File: src/rtl/writeback_queue_if.sv
// Writeback queue bus: producer handshake, drain control, register-file
// write port, bypass lookup ports and occupancy status.
// The slave modport is the queue itself; the master modport is whoever
// drives the producer side and consumes the register-file write port.
interface writeback_queue_if #(
   parameter int DEPTH = 4
);
   logic                     in_valid;
   logic                     in_ready;
   logic [4:0]               in_rd;
   logic [31:0]              in_data;
   logic                     drain_stall;
   logic                     rf_write_enable;
   logic [4:0]               rf_addr_rd;
   logic [31:0]              rf_data_rd;
   logic [4:0]               lookup_addr_a;
   logic [4:0]               lookup_addr_b;
   logic                     lookup_hit_a;
   logic                     lookup_hit_b;
   logic [31:0]              lookup_data_a;
   logic [31:0]              lookup_data_b;
   logic [$clog2(DEPTH):0]   count;
   logic                     empty;
   logic                     full;

   modport slave (
      input  in_valid, in_rd, in_data, drain_stall,
      input  lookup_addr_a, lookup_addr_b,
      output in_ready, rf_write_enable, rf_addr_rd, rf_data_rd,
      output lookup_hit_a, lookup_hit_b, lookup_data_a, lookup_data_b,
      output count, empty, full
   );

   modport master (
      output in_valid, in_rd, in_data, drain_stall,
      output lookup_addr_a, lookup_addr_b,
      input  in_ready, rf_write_enable, rf_addr_rd, rf_data_rd,
      input  lookup_hit_a, lookup_hit_b, lookup_data_a, lookup_data_b,
      input  count, empty, full
   );
endinterface

File: src/rtl/writeback_queue.sv
// Writeback queue: buffers retired results (rd, data) in a DEPTH-entry
// circular FIFO and drains at most one entry per cycle into a registered
// register-file write port. Writes to x0 are accepted and dropped.
// Optional bypass lookup (two ports) is built only when the macro
// WRITEBACK_QUEUE_BYPASS_EN is defined; otherwise the lookup outputs are 0.
// The bus interface must be instantiated with the same DEPTH as this module.
module writeback_queue #(
   parameter int DEPTH = 4
) (
   input  logic              clock,
   input  logic              reset,
   writeback_queue_if.slave  bus
);

   localparam int PTR_W = $clog2(DEPTH);
   localparam int CNT_W = PTR_W + 1;

   // Queue storage (data path, not reset; validity is tracked by occ)
   logic [4:0]        rd_mem   [DEPTH];
   logic [31:0]       data_mem [DEPTH];

   // Queue control
   logic [PTR_W-1:0]  head;
   logic [PTR_W-1:0]  tail;
   logic [CNT_W-1:0]  occ;

   // Output register stage feeding the register-file write port
   logic              vld_p1;
   logic [4:0]        addr_p1;
   logic [31:0]       data_p1;

   logic              q_full;
   logic              q_empty;
   logic              accept;
   logic              push;
   logic              pop;

   assign q_full  = (occ == CNT_W'(DEPTH));
   assign q_empty = (occ == '0);

   // in_ready depends only on the current fill level; a same-cycle drain
   // never opens a slot for the producer.
   assign accept  = bus.in_valid && !q_full;
   assign push    = accept && (bus.in_rd != 5'd0);
   assign pop     = !q_empty && !bus.drain_stall;

   assign bus.in_ready        = !q_full;
   assign bus.full            = q_full;
   assign bus.empty           = q_empty;
   assign bus.count           = occ;
   assign bus.rf_write_enable = vld_p1;
   assign bus.rf_addr_rd      = addr_p1;
   assign bus.rf_data_rd      = data_p1;

   // Pointers, occupancy and the registered write port; reset drops all entries
   always_ff @(posedge clock) begin
      if (!reset) begin
         head    <= '0;
         tail    <= '0;
         occ     <= '0;
         vld_p1  <= 1'b0;
         addr_p1 <= 5'd0;
         data_p1 <= 32'd0;
      end else begin
         if (push) begin
            tail <= tail + PTR_W'(1);
         end
         if (pop) begin
            head    <= head + PTR_W'(1);
            vld_p1  <= 1'b1;
            addr_p1 <= rd_mem[head];
            data_p1 <= data_mem[head];
         end else begin
            vld_p1  <= 1'b0;
         end
         case ({push, pop})
            2'b10:   occ <= occ + CNT_W'(1);
            2'b01:   occ <= occ - CNT_W'(1);
            default: occ <= occ;
         endcase
      end
   end

   // Entry storage write at the tail; suppressed while reset is asserted
   always_ff @(posedge clock) begin
      if (reset && push) begin
         rd_mem[tail]   <= bus.in_rd;
         data_mem[tail] <= bus.in_data;
      end
   end

`ifdef WRITEBACK_QUEUE_BYPASS_EN
   logic              hit_a;
   logic              hit_b;
   logic [31:0]       byp_a;
   logic [31:0]       byp_b;
   logic [PTR_W-1:0]  idx;

   // Youngest-match search: the output register is oldest, then queue
   // entries from head towards tail, so later matches overwrite earlier ones.
   always_comb begin
      hit_a = 1'b0;
      hit_b = 1'b0;
      byp_a = 32'd0;
      byp_b = 32'd0;
      idx   = '0;
      if (vld_p1 && (bus.lookup_addr_a != 5'd0) && (addr_p1 == bus.lookup_addr_a)) begin
         hit_a = 1'b1;
         byp_a = data_p1;
      end
      if (vld_p1 && (bus.lookup_addr_b != 5'd0) && (addr_p1 == bus.lookup_addr_b)) begin
         hit_b = 1'b1;
         byp_b = data_p1;
      end
      for (int i = 0; i < DEPTH; i++) begin
         idx = head + PTR_W'(i);
         if (CNT_W'(i) < occ) begin
            if ((bus.lookup_addr_a != 5'd0) && (rd_mem[idx] == bus.lookup_addr_a)) begin
               hit_a = 1'b1;
               byp_a = data_mem[idx];
            end
            if ((bus.lookup_addr_b != 5'd0) && (rd_mem[idx] == bus.lookup_addr_b)) begin
               hit_b = 1'b1;
               byp_b = data_mem[idx];
            end
         end
      end
   end

   assign bus.lookup_hit_a  = hit_a;
   assign bus.lookup_hit_b  = hit_b;
   assign bus.lookup_data_a = byp_a;
   assign bus.lookup_data_b = byp_b;
`else
   // Without bypass the lookup addresses are intentionally ignored
   logic unused_lookup;
   assign unused_lookup = ^{bus.lookup_addr_a, bus.lookup_addr_b};

   assign bus.lookup_hit_a  = 1'b0;
   assign bus.lookup_hit_b  = 1'b0;
   assign bus.lookup_data_a = 32'd0;
   assign bus.lookup_data_b = 32'd0;
`endif

endmodule

File: src/flat_wrapper.sv
// flat-port wrapper written by rule: the top's interface ports become plain ports
module writeback_queue_flat 
#(
   parameter int DEPTH = 4
)
  (clock, reset, bus_in_valid, bus_in_rd, bus_in_data, bus_drain_stall, bus_lookup_addr_a, bus_lookup_addr_b, bus_in_ready, bus_rf_write_enable, bus_rf_addr_rd, bus_rf_data_rd, bus_lookup_hit_a, bus_lookup_hit_b, bus_lookup_data_a, bus_lookup_data_b, bus_count, bus_empty, bus_full);
  writeback_queue_if #(.DEPTH(DEPTH)) bus_i ();
  input  logic clock;
  input  logic reset;
  input wire logic [$bits(bus_i.in_valid)-1:0] bus_in_valid;
  input wire logic [$bits(bus_i.in_rd)-1:0] bus_in_rd;
  input wire logic [$bits(bus_i.in_data)-1:0] bus_in_data;
  input wire logic [$bits(bus_i.drain_stall)-1:0] bus_drain_stall;
  input wire logic [$bits(bus_i.lookup_addr_a)-1:0] bus_lookup_addr_a;
  input wire logic [$bits(bus_i.lookup_addr_b)-1:0] bus_lookup_addr_b;
  output wire logic [$bits(bus_i.in_ready)-1:0] bus_in_ready;
  output wire logic [$bits(bus_i.rf_write_enable)-1:0] bus_rf_write_enable;
  output wire logic [$bits(bus_i.rf_addr_rd)-1:0] bus_rf_addr_rd;
  output wire logic [$bits(bus_i.rf_data_rd)-1:0] bus_rf_data_rd;
  output wire logic [$bits(bus_i.lookup_hit_a)-1:0] bus_lookup_hit_a;
  output wire logic [$bits(bus_i.lookup_hit_b)-1:0] bus_lookup_hit_b;
  output wire logic [$bits(bus_i.lookup_data_a)-1:0] bus_lookup_data_a;
  output wire logic [$bits(bus_i.lookup_data_b)-1:0] bus_lookup_data_b;
  output wire logic [$bits(bus_i.count)-1:0] bus_count;
  output wire logic [$bits(bus_i.empty)-1:0] bus_empty;
  output wire logic [$bits(bus_i.full)-1:0] bus_full;
  assign bus_i.in_valid = bus_in_valid;
  assign bus_i.in_rd = bus_in_rd;
  assign bus_i.in_data = bus_in_data;
  assign bus_i.drain_stall = bus_drain_stall;
  assign bus_i.lookup_addr_a = bus_lookup_addr_a;
  assign bus_i.lookup_addr_b = bus_lookup_addr_b;
  assign bus_in_ready = bus_i.in_ready;
  assign bus_rf_write_enable = bus_i.rf_write_enable;
  assign bus_rf_addr_rd = bus_i.rf_addr_rd;
  assign bus_rf_data_rd = bus_i.rf_data_rd;
  assign bus_lookup_hit_a = bus_i.lookup_hit_a;
  assign bus_lookup_hit_b = bus_i.lookup_hit_b;
  assign bus_lookup_data_a = bus_i.lookup_data_a;
  assign bus_lookup_data_b = bus_i.lookup_data_b;
  assign bus_count = bus_i.count;
  assign bus_empty = bus_i.empty;
  assign bus_full = bus_i.full;
  writeback_queue #(.DEPTH(DEPTH)) u_core (.clock(clock), .reset(reset), .bus(bus_i));
endmodule
File: config.mk
export PLATFORM = sky130hd
export DESIGN_NAME = writeback_queue_flat
export DESIGN_NICKNAME = d
export VERILOG_FILES = /design/src/rtl/writeback_queue_if.sv /design/src/rtl/writeback_queue.sv /design/src/flat_wrapper.sv
export SDC_FILE = /design/constraint.sdc
export NUM_CORES = 1
export LEC_CHECK = 0
export ABC_AREA = 1
export CAP_MARGIN = 0
export CORE_ASPECT_RATIO = 1.1
export CORE_MARGIN = 5
export CORE_UTILIZATION = 44
export CTS_CLUSTER_SIZE = 40
export DETAILED_ROUTE_END_ITERATION = 10
export GPL_TIMING_DRIVEN = 0
export MAX_ROUTING_LAYER = met4
export PLACE_DENSITY = 0.69
export SLEW_MARGIN = 20
export SYNTH_ARGS = -nofsm -noshare
export SYNTH_HDL_FRONTEND = slang
export SYNTH_SLANG_ARGS = --single-unit
File: constraint.sdc
create_clock -name clock -period 3.75 [get_ports clock]
set_input_delay 0.5625 -clock clock [delete_from_list [all_inputs] [get_ports clock]]
set_output_delay 0.5625 -clock clock [all_outputs]
set_load 0.02 [all_outputs]
==> impl_results.md, run 1 <==
* CP max FO at 19
* Layout Nets at 1117
* Setup TNS at 0 ps
* Pre-CTS setup slack at 677 ps
* Top FF cell, synth: edfxtp_1
* Die span in x at 143 µm
* Clock slew at reported path FFs at 60 ps
* Via count at 5714
* Core area at 19200 µm²
* Fill cell count at 1653
* P&R area growth vs syn at 23.8%
* Final hold vios at 0
* Synth Area in Compound Gates at 2.56%
* Setup Buffers After CTS at 0
* Crit Path Category: in2reg
* Leak pwr at 4.49 nW
* CTS tree: built
* First-pass GRT wire length at 27500 µm
* Synth top area share at 51.8%
* # setup viols final at 0
* Crit-path max cell delay at 640 ps
* Hold buffers post-CTS at 0
* Diode count at 0
* Nature of the critical path startpoint: primary input
* Max-cap violations at 0
* CTS root buf: clkbuf_16
* Vias in the first global route at 5329
* Share of layout cells above drive strength 1 at 12.7%
* Achievable Freq at 0.386 GHz
* Slew Viols, Final at 0
* Initial core utilization at 44.8%
* Rows at 53
* Crit share post-route at 69.1%
* Area occupied by multi-input gates at 2260 µm²
* Antenna violations before repair at 0
* Required time worst endpoint at 3880 ps
* Mean Syn Cell Area at 9.67 µm²
* Most frequent cell after synthesis: nor2_1
* Cells after DPL at 1288
* Yosys reg bits at 193
* Remaining Overflow, GRT at 0
* Synth area leader: edfxtp_1
* Worst hold slack at 498 ps
* Mux contribution to synthesized area at 0%
* # resized after CTS at 0
* DRC violations left at 0
* Simple-gate share of the synthesized area at 19.5%
* Worst path slowest cell: nor2_4
* Mapped Cells at 888
* Total GRT Usage at 16.8%
* DRT Wirelength at 18000 µm
* Die area at 22400 µm²
* Clock Latency Late Sink at 430 ps
* Worst-path cell chain: clkdlybuf4s50_1 > nor2_1 > nand2_1 > nor2_1 > nor2_1 > nand2_1 > nor2_4 > buf_16
* GP Congestion at 0.761
* Clk_skew at 7.30 ps
* Synth top area cells: edfxtp_1 (52%), dfxtp_1 (10%), nor2_1 (7.3%)
* Crit path arrival time at 2720 ps
* Clock sinks at 193
* Post-Syn Area at 8590 µm²
* Rel. slew slack at 51.5%
* Most common cell on crit path: nor2_1
* Largest family of logic cells by synthesized area: simple AND/OR/NAND/NOR gates
* Slew @ Worst Pin at 726 ps
* Setup repair after global routing missed its margin: false
* Post-DP HPWL at 12200 µm
* Post-DRT Antenna Nets at 0
* XOR/XNOR Fraction of Synth Area at 0.102%
* PD cells at 599 nW/µm²
* Ys Warns at 0
* Clk buf depth at 2
* Die Ht at 157 µm
* Worst VDD drop at 0.000381 V
* Number of flops mapped to enable cells by yosys at 148
* Seq/Total Area, Yosys at 62.3%
* Post-route cell area at 10600 µm²
* Most frequent cells after synthesis: nor2_1 (168), nand2_1 (161), edfxtp_1 (148), inv_1 (132), buf_4 (77)
* TritonRoute pass-1 iters at 5
* DRT iter0 DRCs at 455
* FF/Latch Area at 5350 µm²
* H-tree Lvls at 4
* Async S/R FF share, synth at 0%
* Final Non-Filler Cells at 1320
* Status: finished clean
* Critical Path End Type: register
* Final worst setup slack at 1160 ps
* I/O pin total at 161
* Largest net degree at the start of global routing at 23
* Adder-Cell Fraction of Synth Area at 0.962%
* Port Buffers at 84
* Tmin final at 2590 ps
* Total CTS buffers at 17
* Vias/cell at 4.33
* Hold WC Path Type: reg2reg
* WL/cell at 13.6 µm
* Area after DPL at 10100 µm²
* Distinct cells, synth at 19
-- kinds of logic (layout without fill, tap and decap cells) --
group,Yosys count,after routing
AND/OR/NAND/NOR,407,407
adder cells (fa/ha/maj),6,6
XOR/XNOR,1,1
AO/OA/AOI/OAI,44,44
flip-flops,193,193
other,1,66
buffers and inverters,236,356
-- metrics by stage --
step	total power [mW]	util (%)
after detailed placement	4.79	52.7
after global routing	6.73	55.4
after floorplan	4.01	-
after global placement	4.74	52.1
after CTS	6.43	55.4
final	6.36	55.4
-- layout by cell type, fill, tap and decap left out, drive strengths merged, types with 3 or more instances in the layout --
cell type,count
clkinv,9
o21ai,3
buf,103
conb,66
nand2,162
clkinvlp,3
edfxtp,148
nor2,168
nand3,40
a21oi,41
inv,134
dfxtp,45
and2,37
clkbuf,22
clkdlybuf4s50,84
ha,5
-- critical path, delay by kind of cell --
family / cells / cell delay, ps
buffers and inverters: 2 / 830
and+or+nand+nor: 6 / 1310
-- final timing paths --
| kind | slack [ps] | start | end | cells past startpoint |
|---|---|---|---|---|
| max | 1160 | bus_in_rd[2] | u_core.data_mem[1][4]$_DFFE_PP_ | 8 |
| min | 500 | u_core.bus.count[0]$_SDFFE_PN0P_ | u_core.bus.count[0]$_SDFFE_PN0P_ | 1 |
| max reg2reg | 1380 | u_core.bus.count[0]$_SDFFE_PN0P_ | u_core.data_mem[1][4]$_DFFE_PP_ | 7 |
| min reg2reg | 500 | u_core.bus.count[0]$_SDFFE_PN0P_ | u_core.bus.count[0]$_SDFFE_PN0P_ | 1 |
-- report_power, final --
group	internal, mW	total [mW]	switching (mW)
Clock	0.900	1.64	0.738
Combinational	0.848	2.07	1.22
Sequential	2.55	2.66	0.110
-- registers in the layout, indices dropped and copies added, names as in the netlist --
register / count
u_core.tail: 2
u_core.head: 2
u_core.bus.count: 3
u_core.data_mem: 128
u_core.bus.rf_addr_rd: 5
u_core.bus.rf_data_rd: 32
u_core.bus.rf_write_enable: 1
u_core.rd_mem: 20
-- final cells by class --
class	instances	share of cell area, %
timing repair buffer	88	8.74
inverter	134	4.73
clock buffer	19	4.07
buffer	102	7.05
clock inverter	13	0.907
multi-input combinational	524	21.3
tap	247	2.91
sequential	193	50.3
-- layer usage --
metal / vias up / routed length, µm / track usage, %
met3: 21 / 1320 / 4.71
li1: 2974 / - / -
met2: 184 / 8930 / 28.3
met1: 2535 / 7380 / 19.3
met4: 0 / 329 / 6.02
met5: - / 0 / -
(Power assumes the default switching activity.)
==> inputs of run 2 (changes only) <==
- clock period: 3.75 -> 2.6 ns (I/O delays scaled with it)
==> run 2 against run 1 <==
Via count up 0.56%. Cell area up 0.35%. First-iteration DRC count rose by 10%. Clock-buffer cell count unchanged. Final cell count increased by 0.30%. Clock skew is essentially flat. Die area unchanged. Combinational power is 44% higher. Setup slack lost 970 ps. Register-to-register slack worse by 1100 ps.
==> impl_results.md, run 2 (synthesized netlist as in run 1, its figures left out) <==
* CTS root buf: clkbuf_16
* Rel. slew slack at 54.3% (+2.8 points)
* R2R setup slack at 270 ps (-1110 ps)
* Vias/cell at 4.34 (+0.26%)
* P&R area growth vs syn at 24.2%
* # setup viols final at 0 (unchanged)
* Hold WC Path Type: reg2reg
* CTS tree: built
* Largest net degree at the start of global routing at 23 (unchanged)
* Rows at 53 (unchanged)
* Area after DPL at 10100 µm² (unchanged)
* Post-DRT Antenna Nets at 0 (unchanged)
* Crit path arrival time at 2540 ps (-180 ps)
* Largest register FFs at 128 (unchanged)
* Layout Nets at 1120 (+0.27%)
* Setup TNS at 0 ps (unchanged)
* Worst VDD drop at 0.000561 V (+47%)
* Largest Register: u_core.data_mem
* Antenna violations before repair at 0 (unchanged)
* Core area at 19200 µm² (unchanged)
* Hold Path Depth at 1 (unchanged)
* Die Ht at 157 µm (unchanged)
* Worst hold slack at 498 ps (+0.00500 ps)
* Remaining Overflow, GRT at 0 (unchanged)
* Via count at 5746 (+0.56%)
* Status: finished clean
* Initial core utilization at 44.8% (unchanged)
* Tmin final at 2410 ps
* Tot Pwr at 9.19 mW (+44%)
* Clock slew at reported path FFs at 60 ps (about the same)
* I/O pin total at 161 (unchanged)
* Clock sinks at 193 (unchanged)
* Post-route cell area at 10700 µm² (+0.35%)
* Nature of the critical path startpoint: primary input
* Share of layout cells above drive strength 1 at 12.9% (+0.24 points)
* Setup repair after global routing missed its margin: false
* Vias in the first global route at 5329 (unchanged)
* Hold buffers post-CTS at 0 (unchanged)
* Critical Path End Type: register
* R2R cell count at 7 (unchanged)
* Final hold vios at 0 (unchanged)
* Clk_skew at 7.37 ps (+0.0777 ps)
* Most common cell after layout, fill and taps aside: nor2_1
* Clk buf depth at 2 (unchanged)
* First-pass GRT wire length at 27500 µm (unchanged)
* Required time worst endpoint at 2730 ps (-1150 ps)
* Slew @ Worst Pin at 685 ps (-40.8 ps)
* Leak pwr at 4.51 nW (+0.42%)
* GP Congestion at 0.761 (unchanged)
* H-tree Lvls at 4 (unchanged)
* Fin util at 55.6% (+0.20 points)
* DRC violations left at 0 (unchanged)
* CP max FO at 20 (+1)
* Most frequent cells in the layout: nor2_1 (164), nand2_1 (161), edfxtp_1 (148), inv_1 (132), clkdlybuf4s50_1 (84)
* PD cells at 862 nW/µm² (+44%)
* Post-DP HPWL at 12200 µm (unchanged)
* Die span in x at 143 µm (unchanged)
* Slew Viols, Final at 0 (unchanged)
* Total GRT Usage at 16.8% (unchanged)
* DRT iter0 DRCs at 502 (+10%)
* Clock Latency Late Sink at 430 ps (about the same)
* Total CTS buffers at 17 (unchanged)
* Crit share post-route at 92.8%
* Achievable Freq at 0.414 GHz
* Port Buffers at 84 (unchanged)
* Die area at 22400 µm² (unchanged)
* Max-cap violations at 0 (unchanged)
* DRT Wirelength at 18100 µm (+0.60%)
* Crit Path Category: in2reg
* TritonRoute pass-1 iters at 5 (unchanged)
* WL/cell at 13.6 µm (+0.29%)
-- run 2: changes by cell type in the layout (fill, tap and decap cells not counted), sizes merged --
cell,delta
buf,+3
diode,+1
-- run 2: path summary, 6_finish.rpt --
kind	startpoint	to
setup / recovery	bus_in_rd[1]	u_core.data_mem[0][23]$_DFFE_PP_
hold / removal	u_core.bus.count[0]$_SDFFE_PN0P_	u_core.bus.count[0]$_SDFFE_PN0P_
setup reg to reg	u_core.bus.count[0]$_SDFFE_PN0P_	u_core.data_mem[0][23]$_DFFE_PP_
hold reg to reg	u_core.bus.count[0]$_SDFFE_PN0P_	u_core.bus.count[0]$_SDFFE_PN0P_
-- run 2: routing by layer --
layer	vias up	track usage, %	share of wire [%]
met4	0	6.02	1.8
met5	-	-	0
met3	23	4.71	6.7
met1	2582	19.3	42
met2	163	28.3	50
li1	2978	-	-
-- run 2: layout make-up --
class / instances / area [µm²]
fillers: 1650 / 8500
flip-flops and latches: 193 / 5350
multi-input cells: 524 / 2260
repair buffers: 91 / 963
plain buffers: 102 / 749
inverters: 134 / 503
clock buffers: 19 / 433
well taps: 247 / 309
clock inverters: 13 / 96.3
diodes: 1 / 2.50
-- run 2: where the power goes --
part           leakage [nW]  internal, mW  switching [mW]  total (mW)
registers              1.71          3.68           0.158        3.83
clock network         0.252          1.30            1.07        2.36
logic                  2.54          1.23            1.76        2.99
total                  4.51          6.20            2.99        9.19
-- run 2: what timing repair did --
item | 4_1_cts | 5_1_grt
setup buffers | 0 | 3
setup endpoints to repair | 0 | 1
gates resized for setup | 0 | 0
-- run 2: per-stage QoR --
stage / setup slack [ps] / instances
3_3_place_gp: -2290 / 1284
3_5_place_dp: -301 / 1288
5_1_grt: 29.5 / 1323
2_1_floorplan: -586 / 953
6_report: 187 / 1324
4_1_cts: 148 / 1320
-- run 2: critical path, stage by stage --
cell	delay, ps
clkdlybuf4s50_1	580
nor2_1	110
inv_1	60
nor2_1	40
nor2_1	200
nand2_1	270
nor2_4	580
buf_12	270
